`src/rtl/gamepad_button_viz_pkg.sv`:
```
`default_nettype none
// -----------------------------------------------------------------------------
// gamepad_button_viz_pkg : button indices, colours, glyph ROM, glyph positions
// rev 1.0
// -----------------------------------------------------------------------------
package gamepad_button_viz_pkg;

  localparam int NUM_BTNS = 12;

  // Index = bit position inside a pad's 12-bit button field
  localparam int BTN_R      = 0;
  localparam int BTN_L      = 1;
  localparam int BTN_X      = 2;
  localparam int BTN_A      = 3;
  localparam int BTN_RIGHT  = 4;
  localparam int BTN_LEFT   = 5;
  localparam int BTN_DOWN   = 6;
  localparam int BTN_UP     = 7;
  localparam int BTN_START  = 8;
  localparam int BTN_SELECT = 9;
  localparam int BTN_Y      = 10;
  localparam int BTN_B      = 11;

  typedef logic [5:0] rgb_t;

  localparam rgb_t COL_BLACK = 6'b000000;
  localparam rgb_t COL_GREEN = 6'b001100;
  localparam rgb_t COL_CYAN  = 6'b001111;
  localparam rgb_t COL_AMBER = 6'b011000;
  localparam rgb_t COL_WHITE = 6'b111111;

  // Row r occupies bits [63-8r -: 8]; bit 7 of a row is the leftmost pixel
  localparam logic [63:0] GLYPH_ROM [NUM_BTNS] = '{
    64'h7C66667C786C6600,   // R
    64'h6060606060607E00,   // L
    64'h66663C183C666600,   // X
    64'h3C66667E66666600,   // A
    64'h080C0EFFFF0E0C08,   // RIGHT
    64'h103070FFFF703010,   // LEFT
    64'h181818FF7E3C1800,   // DOWN
    64'h183C7EFF18181800,   // UP
    64'h002030383C383020,   // START
    64'h00007E7E7E7E0000,   // SELECT
    64'h6666663C18181800,   // Y
    64'h7C66667C66667C00    // B
  };

  localparam logic [10:0] BASE_X [NUM_BTNS] = '{
    11'd592, 11'd32,  11'd512, 11'd544, 11'd128, 11'd64,
    11'd96,  11'd96,  11'd328, 11'd264, 11'd480, 11'd512
  };

  localparam logic [10:0] BASE_Y [NUM_BTNS] = '{
    11'd100, 11'd100, 11'd200, 11'd240, 11'd240, 11'd240,
    11'd280, 11'd200, 11'd240, 11'd240, 11'd240, 11'd280
  };

  // row/col_off are unscaled glyph coordinates; col_off 0 is the left edge
  function automatic logic glyph_bit(input logic [3:0] btn,
                                     input logic [2:0] row,
                                     input logic [2:0] col_off);
    logic [7:0] line;
    line = GLYPH_ROM[btn][{~row, 3'b111} -: 8];
    return line[~col_off];
  endfunction

endpackage
`default_nettype wire

```
`src/rtl/gamepad_button_viz_if.sv`:
```
`default_nettype none
// -----------------------------------------------------------------------------
// gamepad_button_viz_if : video timing in, overlay colour and delayed syncs out
// rev 1.0
// -----------------------------------------------------------------------------
interface gamepad_button_viz_if;
  logic [9:0] pix_x;
  logic [9:0] pix_y;
  logic       video_active;
  logic       hsync_in;
  logic       vsync_in;
  logic [5:0] rgb;
  logic       hsync_out;
  logic       vsync_out;

  modport master (
    output pix_x, pix_y, video_active, hsync_in, vsync_in,
    input  rgb, hsync_out, vsync_out
  );

  modport slave (
    input  pix_x, pix_y, video_active, hsync_in, vsync_in,
    output rgb, hsync_out, vsync_out
  );
endinterface
`default_nettype wire

```
`src/rtl/gamepad_button_viz_afterglow_ctr.sv`:
```
`default_nettype none
// -----------------------------------------------------------------------------
// gamepad_afterglow_ctr : per-button frame counter running after a release
// rev 1.0
// -----------------------------------------------------------------------------
module gamepad_afterglow_ctr #(
  parameter int HOLD_FRAMES = 15
) (
  input  logic       clk,
  input  logic       rst_n,
  input  logic       frame_tick,
  input  logic       snap_old,
  input  logic       snap_new,
  output logic [5:0] count
);
  logic [5:0] count_q;
  logic [5:0] count_d;

  always_comb begin
    count_d = count_q;
    if (frame_tick) begin
      if (snap_old && !snap_new) begin
        count_d = 6'(HOLD_FRAMES);
      end else if (snap_new) begin
        count_d = 6'd0;
      end else if (count_q != 6'd0) begin
        count_d = count_q - 6'd1;
      end
    end
  end

  always_ff @(posedge clk) begin
    if (!rst_n) begin
      count_q <= 6'd0;
    end else begin
      count_q <= count_d;
    end
  end

  assign count = count_q;
endmodule
`default_nettype wire

```
`src/rtl/gamepad_button_viz.sv`:
```
`default_nettype none
// -----------------------------------------------------------------------------
// gamepad_button_viz : per-frame button snapshot rendered as glyphs, 2-cycle pipe
// rev 1.0
// -----------------------------------------------------------------------------
module gamepad_button_viz
  import gamepad_button_viz_pkg::*;
#(
  parameter int NUM_PADS    = 1,
  parameter int SCALE_LOG2  = 1,
  parameter int HOLD_FRAMES = 15,
  parameter int PAD_Y_STEP  = 160
) (
  input  logic                   clk,
  input  logic                   rst_n,
  gamepad_button_viz_if.slave    vid,
  input  logic [12*NUM_PADS-1:0] buttons
);
  localparam int          NUM_BUTTONS = NUM_BTNS * NUM_PADS;
  localparam int          IDX_W       = $clog2(NUM_BUTTONS);
  localparam logic [10:0] GLYPH_SIZE  = 11'(8 << SCALE_LOG2);

  logic                   vs_q, vs_d;
  logic                   vs_prev_q, vs_prev_d;
  logic                   frame_tick;
  logic [NUM_BUTTONS-1:0] snapshot_q, snapshot_d;
  logic [5:0]             glow_count [NUM_BUTTONS];
  logic [NUM_BUTTONS-1:0] hit_vec;
  logic [10:0]            px, py;
  logic                   hit_q, hit_d;
  logic [IDX_W-1:0]       idx_q, idx_d;
  logic [1:0]             sync1_q, sync1_d;
  logic [1:0]             sync2_q, sync2_d;
  rgb_t                   rgb_q, rgb_d;

  // Both vsync history flops reset low so a reset can never fabricate an edge
  always_comb begin
    vs_d       = vid.vsync_in;
    vs_prev_d  = vs_q;
    frame_tick = vs_prev_q & ~vs_q;
    snapshot_d = frame_tick ? buttons : snapshot_q;
  end

  for (genvar i = 0; i < NUM_BUTTONS; i++) begin : g_glow
    gamepad_afterglow_ctr #(
      .HOLD_FRAMES (HOLD_FRAMES)
    ) u_ctr (
      .clk        (clk),
      .rst_n      (rst_n),
      .frame_tick (frame_tick),
      .snap_old   (snapshot_q[i]),
      .snap_new   (buttons[i]),
      .count      (glow_count[i])
    );
  end

  assign px = {1'b0, vid.pix_x};
  assign py = {1'b0, vid.pix_y};

  for (genvar i = 0; i < NUM_BUTTONS; i++) begin : g_hit
    localparam int          BTN = i % NUM_BTNS;
    localparam int          PAD = i / NUM_BTNS;
    localparam logic [10:0] GX  = BASE_X[BTN];
    localparam logic [10:0] GY  = 11'(int'(BASE_Y[BTN]) + PAD * PAD_Y_STEP);
    logic [10:0] dx, dy;
    logic        in_box;

    assign dx     = px - GX;
    assign dy     = py - GY;
    assign in_box = (px >= GX) && (px < GX + GLYPH_SIZE) &&
                    (py >= GY) && (py < GY + GLYPH_SIZE);
    assign hit_vec[i] = in_box &&
                        glyph_bit(4'(BTN), 3'(dy >> SCALE_LOG2), 3'(dx >> SCALE_LOG2));
  end

  // Descending scan so the lowest flat index is written last and wins
  always_comb begin
    hit_d = 1'b0;
    idx_d = '0;
    for (int i = NUM_BUTTONS - 1; i >= 0; i--) begin
      if (hit_vec[i]) begin
        hit_d = 1'b1;
        idx_d = IDX_W'(i);
      end
    end
    hit_d   = hit_d & vid.video_active;
    sync1_d = {vid.hsync_in, vid.vsync_in};
  end

  always_comb begin
    rgb_d   = COL_BLACK;
    sync2_d = sync1_q;
    if (hit_q) begin
      if (snapshot_q[idx_q]) begin
        rgb_d = (int'(idx_q) >= NUM_BTNS) ? COL_CYAN : COL_GREEN;
      end else if (glow_count[idx_q] != 6'd0) begin
        rgb_d = COL_AMBER;
      end else begin
        rgb_d = COL_WHITE;
      end
    end
  end

  always_ff @(posedge clk) begin
    if (!rst_n) begin
      vs_q       <= 1'b0;
      vs_prev_q  <= 1'b0;
      snapshot_q <= '0;
      hit_q      <= 1'b0;
      idx_q      <= '0;
      sync1_q    <= 2'b11;
      sync2_q    <= 2'b11;
      rgb_q      <= COL_BLACK;
    end else begin
      vs_q       <= vs_d;
      vs_prev_q  <= vs_prev_d;
      snapshot_q <= snapshot_d;
      hit_q      <= hit_d;
      idx_q      <= idx_d;
      sync1_q    <= sync1_d;
      sync2_q    <= sync2_d;
      rgb_q      <= rgb_d;
    end
  end

  assign vid.rgb       = rgb_q;
  assign vid.hsync_out = sync2_q[1];
  assign vid.vsync_out = sync2_q[0];
endmodule
`default_nettype wire

```
`src/flat_wrapper.sv`:
```
// flat-port wrapper written by rule: the top's interface ports become plain ports
module gamepad_button_viz_flat import gamepad_button_viz_pkg::*;
#(
  parameter int NUM_PADS    = 1,
  parameter int SCALE_LOG2  = 1,
  parameter int HOLD_FRAMES = 15,
  parameter int PAD_Y_STEP  = 160
)
  (clk, rst_n, buttons, vid_pix_x, vid_pix_y, vid_video_active, vid_hsync_in, vid_vsync_in, vid_rgb, vid_hsync_out, vid_vsync_out);
  gamepad_button_viz_if vid_i ();
  input  logic clk;
  input  logic rst_n;
  input  logic [12*NUM_PADS-1:0] buttons;
  input wire logic [$bits(vid_i.pix_x)-1:0] vid_pix_x;
  input wire logic [$bits(vid_i.pix_y)-1:0] vid_pix_y;
  input wire logic [$bits(vid_i.video_active)-1:0] vid_video_active;
  input wire logic [$bits(vid_i.hsync_in)-1:0] vid_hsync_in;
  input wire logic [$bits(vid_i.vsync_in)-1:0] vid_vsync_in;
  output wire logic [$bits(vid_i.rgb)-1:0] vid_rgb;
  output wire logic [$bits(vid_i.hsync_out)-1:0] vid_hsync_out;
  output wire logic [$bits(vid_i.vsync_out)-1:0] vid_vsync_out;
  assign vid_i.pix_x = vid_pix_x;
  assign vid_i.pix_y = vid_pix_y;
  assign vid_i.video_active = vid_video_active;
  assign vid_i.hsync_in = vid_hsync_in;
  assign vid_i.vsync_in = vid_vsync_in;
  assign vid_rgb = vid_i.rgb;
  assign vid_hsync_out = vid_i.hsync_out;
  assign vid_vsync_out = vid_i.vsync_out;
  gamepad_button_viz #(.NUM_PADS(NUM_PADS), .SCALE_LOG2(SCALE_LOG2), .HOLD_FRAMES(HOLD_FRAMES), .PAD_Y_STEP(PAD_Y_STEP)) u_core (.clk(clk), .rst_n(rst_n), .vid(vid_i), .buttons(buttons));
endmodule
```
`config.mk`:
```
export PLATFORM = sky130hd
export DESIGN_NAME = gamepad_button_viz_flat
export DESIGN_NICKNAME = d
export VERILOG_FILES = /design/src/rtl/gamepad_button_viz_pkg.sv /design/src/rtl/gamepad_button_viz_if.sv /design/src/rtl/gamepad_button_viz_afterglow_ctr.sv /design/src/rtl/gamepad_button_viz.sv /design/src/flat_wrapper.sv
export SDC_FILE = /design/constraint.sdc
export NUM_CORES = 1
export LEC_CHECK = 0
export CAP_MARGIN = 15
export CORE_MARGIN = 8
export CORE_UTILIZATION = 50
export CTS_BUF_LIST = sky130_fd_sc_hd__clkbuf_4 sky130_fd_sc_hd__clkbuf_8 sky130_fd_sc_hd__clkbuf_16
export DETAILED_ROUTE_END_ITERATION = 6
export PLACE_DENSITY = 0.68
export SYNTH_ARGS = -nofsm -noshare
export SYNTH_HDL_FRONTEND = slang
export SYNTH_SLANG_ARGS = --single-unit
```
`constraint.sdc`:
```
create_clock -name clk -period 2.5 [get_ports clk]
set_input_delay 0.375 -clock clk [delete_from_list [all_inputs] [get_ports clk]]
set_output_delay 0.375 -clock clk [all_outputs]
set_load 0.02 [all_outputs]
```
== Yosys cells after proc, flatten, opt, wreduce, memory -nomap -nowiden ==
Cells that the tools add are included.

* Logic and storage cells: 324
* Bits in registers: 101
* Output and inout port bits: 8
* Input bits: 37

* Add/sub/neg operators: 26
* Multiplexer cells: 91
* Reduce and logical (&&, ||, !) cells: 112
* Magnitude comparators: 41
* Shifts and indexed selects: 12
* Bitwise logic cells: 19

{| class="wikitable"
|+ Operators by type and width
! operator !! count
|-
| indexed part select 71 x 7 -> 8 bit (first input constant) || 12
|-
| two-way mux 6 bit || 40
|-
| nonzero test 6 bit || 13
|-
| subtractor 6 x 1 -> 6 bit (second input constant) || 12
|-
| logical AND 1 bit || 58
|-
| < comparator 10 x 9 -> 1 bit (second input constant) || 5
|-
| NOT 3 bit || 14
|-
| greater-or-equal comparator 10 x 9 -> 1 bit (second input constant) || 4
|-
| < comparator 3 x 4 -> 1 bit (second input constant) || 10
|-
| binary-select mux 1 bit (select 3 bit) || 12
|-
| nonzero test 3 bit || 12
|-
| subtractor 4 x 1 -> 4 bit (second input constant) || 9
|-
| greater-or-equal comparator 10 bit (second input constant) || 3
|-
| greater-or-equal comparator 10 x 7 -> 1 bit (second input constant) || 3
|-
| greater-or-equal comparator 10 x 8 -> 1 bit (second input constant) || 3
|-
| < comparator 10 bit (second input constant) || 3
|-
| < comparator 10 x 7 -> 1 bit (second input constant) || 3
|-
| two-way mux 1 bit || 26
|-
| AND reduction 2 bit || 13
|-
| binary-select mux 6 bit (select 4 bit) || 1
|-
| < comparator 10 x 8 -> 1 bit (second input constant) || 2
|-
| two-way mux 4 bit || 4
|-
| subtractor 4 bit (second input constant) || 4
|-
| logical NOT 1 bit || 12
|-
| 16 further kinds || 23
|}

== Depth between registers and ports, before layout ==
Gate-level depths: netlist of the first run.

* Depth after elaboration: 19
* Gate-level depth with buffers: 10

== Cells and area by module ==
Synthesis of the first run repeated with hierarchy kept, for this count alone.

* Cells, all modules: 846
* Area, all modules: 7141.8 µm²

{| class="wikitable"
|+ Modules (own cells, without submodules)
! module !! sequential area each (µm²) !! cells each !! area an instance (µm²) !! times used
|-
| gamepad_afterglow_ctr || 120.1 || 44 || 387.9 || 12
|-
| gamepad_button_viz || 560.5 || 318 || 2487.4 || 1
|}

== Worst setup path after synthesis of the first run ==
No wires, ideal clock.

* Path type: input to register
* From: input port vid_pix_y[3]
* To: register u_core.idx_q[3]
* Stages: 9
* Path slack: 237 ps
* Buffers on the path: 2
* Arrival time: 2144 ps
* Path through: buf_4 -> inv_1 -> ha_1 -> clkbuf_1 -> mux2i_1 -> o221a_2 -> o41ai_4 -> nor4_1 -> nor2b_1

* Word-level cells in the longest chain between the ends: 10

{| class="wikitable"
|+ RTL lines
! element !! RTL line !! text
|-
| from (decl) || flat_wrapper.sv:15 || <nowiki>input wire logic [$bits(vid_i.pix_y)-1:0] vid_pix_y;</nowiki>
|-
| subtractor 4 bit || gamepad_button_viz.sv:69 || <nowiki>assign dy = py - GY;</nowiki>
|-
| NOT 3 bit || gamepad_button_viz_pkg.sv:63 || <nowiki>line = GLYPH_ROM[btn][{~row, 3'b111} -: 8];</nowiki>
|-
| indexed part select 71 x 7 -> 8 bit || gamepad_button_viz_pkg.sv:63 ||
|-
| binary-select mux 1 bit (select 3 bit) || gamepad_button_viz_pkg.sv:64 || <nowiki>return line[~col_off];</nowiki>
|-
| two-way mux 1 bit (implied by the code) || gamepad_button_viz_pkg.sv:64 ||
|-
| logical AND 1 bit || gamepad_button_viz.sv:72 || <nowiki>assign hit_vec[i] = in_box &&</nowiki>
|-
| two-way mux 4 bit (4 in series) || gamepad_button_viz.sv:81 || <nowiki>if (hit_vec[i]) begin</nowiki>
|-
| to (signal assigned) || gamepad_button_viz.sv:119 || <nowiki>idx_q <= idx_d;</nowiki>
|-
| to (decl) || gamepad_button_viz.sv:31 || <nowiki>logic [IDX_W-1:0] idx_q, idx_d;</nowiki>
|}

Several ways; a longest one is shown, not always the timed one. The select of a mux whose other input is x is not followed.
A chain may end at the register's enable or synchronous reset.

== Worst setup path after layout of the first run ==
* From: input port vid_pix_y[2]
* To: register u_core.idx_q[0]

* Word-level cells in the longest chain between the ends: 17

{| class="wikitable"
|+ RTL lines
! element !! RTL line
|-
| subtractor 4 bit || gamepad_button_viz.sv:69
|-
| NOT 3 bit || gamepad_button_viz_pkg.sv:63
|-
| indexed part select 71 x 7 -> 8 bit || gamepad_button_viz_pkg.sv:63
|-
| binary-select mux 1 bit (select 3 bit) || gamepad_button_viz_pkg.sv:64
|-
| two-way mux 1 bit (implied by the code) || gamepad_button_viz_pkg.sv:64
|-
| logical AND 1 bit || gamepad_button_viz.sv:72
|-
| two-way mux 4 bit (4 in series) || gamepad_button_viz.sv:81
|-
| two-way mux 3 bit (4 in series) || gamepad_button_viz.sv:81
|-
| two-way mux 2 bit (2 in series) || gamepad_button_viz.sv:81
|-
| two-way mux 1 bit || gamepad_button_viz.sv:81
|}

Several ways; a longest one is shown, not always the timed one. The select of a mux whose other input is x is not followed.

==> metrics.md, run 1 <==
| Metric | Value |
|---|---|
| CP endpoint kind | register |
| Fmax | between 400 and 500 MHz |
| Peak-usage layer in the global routing report | met2 |
| Die H | 130 um |
| Later-pin clock latency in the skew report | 0.35 ns |
| Final period utilization | 94.3% |
| Total number of vias | ~6200 |
| Clock Skew | approximately 0.0085 ns |
| DP HPWL | 11900 um |
| Max incr delay on CP | roughly 0.48 ns |
| Filler cells | 1155 |
| Status | finished clean |
| Largest net degree at the start of global routing | 71 |
| Post-CTS Setup Repair Bufs | 0 |
| Worst-path clk slew | around 0.070 ns |
| Max-slew violation total from the final report | 0 |
| Vias per cell | between 5 and 6 |
| GR Overflow Total | 0 |
| PwrDens | between 400 and 500 nW/um^2 |
| Syn_nets | between 800 and 900 |
| Initial antenna violation count | 0 |
| Buf+Inv Stages, Crit Path | 3 |
| Multi-input logic area | between 4000 and 5000 um^2 |
| M1 GR Usage | between 20% and 30% |
| H-Tree Depth | 3 |
| Clock Path Buffers | 2 |
| Root buffer cell | clkbuf_16 |
| Synth Flop Type | dfxtp_1 |
| RSZ-0062 raised after global routing | true |
| Synth Cell Area | 6510 um^2 |
| DRC viols | 0 |
| M2 GR Usage | a little over a third |
| Worst setup margin | ~0.14 ns |
| Ranking of synthesized cells by area | dfxtp_1 31%, a21oi_1 5.4%, nor2b_1 4.9% |
| Crit-path leading delay family | buffers and inverters |
| Share of layout cells above drive strength 1 | 9.71% |
| Post-Layout Cell Count | between 1000 and 1500 |
| Ordered cell list for the critical path | clkdlybuf4s50_1 -> inv_1 -> ha_1 -> nor2b_1 -> a2bb2oi_1 -> o2bb2ai_1 -> nor3b_1 -> buf_4 -> a2111oi_1 -> a31oi_1 |
| Final setup TNS | 0 ns |
| Sequential fraction of the synthesis area | 30.7% |
| GPL Wtd Cong | a little under 0.9 |
| Met3 GRT Util | ~4% |
| Drt total wl | between 15000 and 20000 um |
| Minimum hold slack | just over 0.4 ns |
| Most frequent cell after synthesis | dfxtp_1 |
| Arr. time, crit path | 2.56 ns |
| Synth cell count leaders | 100 x dfxtp_1, 70 x a21oi_1, 65 x nand2_1, 64 x nor2_1, 62 x inv_1 |
| Seq. cell area | 2000 um^2 |
| Post-synthesis register bit count | 100 |
| Final Cell Area | 7580 um^2 |
| Ys Warns | 0 |
| WS Path Type | in2reg |
| Ports | between 40 and 50 |
| CTS Sinks | 100 |
| Slew margin rel. | roughly 51% |
| Dpl cells | approximately 1000 |
| Gate Count Post-Synth | 839 |
| Yosys cell types | 80 |
| Critical Path Start Type | primary input |
| First-pass DRT Iterations | 5 |
| P_leak | 2.77 nW |
| Starting Density | 51.4% |
| Routed len/inst | around 15 um |
| Reg2reg start | u_core.g_glow[1].u_ctr.count[0] |
| Number of global-route vias before repair | roughly 6000 |
| FP Rows | 41 |
| Slowest cell on the critical path | clkdlybuf4s50_1 |
| Avg Cell Area, Syn | roughly 7.8 um^2 |
| Core ar. | 12700 um^2 |
| HP Class | reg2reg |
| Post-layout util | 59.8% |
| CP Launch Point | vid_pix_y[2] |
| Total Die Area | roughly 17000 um^2 |
| Hold Vio Cnt, Final | 0 |
| CP max FO | 6 |
| CTS tree | yes |
| CP required | around 2.7 ns |
| Max Cap Viol | 0 |
| IO Port Bufs | between 40 and 50 |
| HP Start | u_core.sync1_q[1] |
| Nets | 940 |
| # setup viols final | 0 |
| Antenna fix cells | 0 |
| Dpl ws | -0.199 ns |
| EDFF count, synth | 0 |
| Area delta synth->final | 16.4% |
| Final Critical Period | 2.36 ns |
| Total power | roughly 3.7 mW |
| First-pass GRT wire length | ~28000 um |
| DRT iter0 DRCs | ~450 |
| Tightest Pin Transition | 0.734 ns |
| Async set or reset register ratio after synthesis | 0% |
| DRT antenna net count | 0 |
| GR Util All Layers | 20.0% |
| Total CTS buffers | 9 |
| Area share of the largest cell type after synthesis | 30.7% |
| Area leader, netlist | dfxtp_1 |
| Peak supply drop | just over 0.3 mV |
| Placed cell area | 7240 um^2 |
| Die W | approximately 130 um |
==> final timing paths <==
kind	to	depth (start not counted)	slack (ns)
worst max-delay path	u_core.idx_q[0]	10	0.14
worst min-delay path	u_core.sync2_q[1]	1	0.41
worst max register to register	u_core.g_glow[1].u_ctr.count[1]	8	0.42
worst min register to register	u_core.sync2_q[1]	1	0.41
==> where the power goes <==
group / switching [mW] / total, mW / internal (mW)
combinational: 0.294 / 0.540 / 0.246
clock: 0.620 / 1.56 / 0.936
sequential: 0.0287 / 1.65 / 1.62
==> worst reg2reg max path: stages (launching register included) <==
cell     delay (ns)
dfxtp_1        0.34
inv_1          0.09
ha_1           0.19
or3b_1         0.41
nor4_2         0.39
nor2_1         0.14
a22oi_1        0.16
o22ai_1        0.10
and2_1         0.16
==> timing repair <==
item / CTS / global route
gates resized for setup: 0 / 1
hold buffers: 0 / 0
setup endpoints to repair: 0 / 2
==> routing by layer <==
| metal | vias to the layer above | part of all wire, % |
|---|---|---|
| met5 | - | 0 |
| met4 | 0 | 1.4 |
| met3 | 18 | 3.5 |
| met2 | 127 | 51 |
| met1 | 2987 | 44 |
| li1 | 3098 | - |
==> cells by family after synthesis <==
logic type | count (synthesis) | share of synthesized area, %
AO/OA/AOI/OAI | 247 | 25.6
XOR/XNOR | 17 | 2.29
adder cells (fa/ha/maj) | 22 | 4.23
buffers and inverters | 106 | 6.73
flip-flops | 100 | 30.7
multiplexers | 13 | 2.84
AND/OR/NAND/NOR | 334 | 27.5
==> cell usage in the layout, fill, tap and decap left out, types with 15 or more instances in the layout <==
master           count
a21boi_0            24
a21oi_1             70
buf_4               28
clkdlybuf4s50_1     42
dfxtp_1            100
ha_1                22
inv_1               62
nand2_1             65
nand2b_1            22
nand3_1             16
nor2_1              64
nor2b_1             50
nor3_1              36
nor4_1              15
o21ai_0             40
==> state kept, by name (all words and copies together) (netlist names) <==
signal and flops:
u_core.g_glow.u_ctr.count 72, u_core.hit_q 1, u_core.idx_q 4, u_core.snapshot_q 12, u_core.sync1_q 2, u_core.sync2_q 2
u_core.vid.rgb 5, u_core.vs_prev_d 1, u_core.vs_prev_q 1
==> layout make-up <==
cell class	instances	share of cell area (%)
sequential	100	26.4
tap	172	2.84
multi-input combinational	633	53.8
clock buffer	11	3.33
inverter	62	3.07
timing repair buffer	75	9.44
clock inverter	5	1.09
(Power assumes the default switching activity.)
==> run 2, diff against run 1 <==
--- a/config.mk
+++ b/config.mk
@@ -5,7 +5,7 @@
 export SDC_FILE = /design/constraint.sdc
 export NUM_CORES = 1
 export LEC_CHECK = 0
-export CAP_MARGIN = 15
+export CAP_MARGIN = 20
 export CORE_MARGIN = 8
 export CORE_UTILIZATION = 50
 export CTS_BUF_LIST = sky130_fd_sc_hd__clkbuf_4 sky130_fd_sc_hd__clkbuf_8 sky130_fd_sc_hd__clkbuf_16
==> results of run 2 <==
Final layout, timing and power as in run 1 (identical DEF).
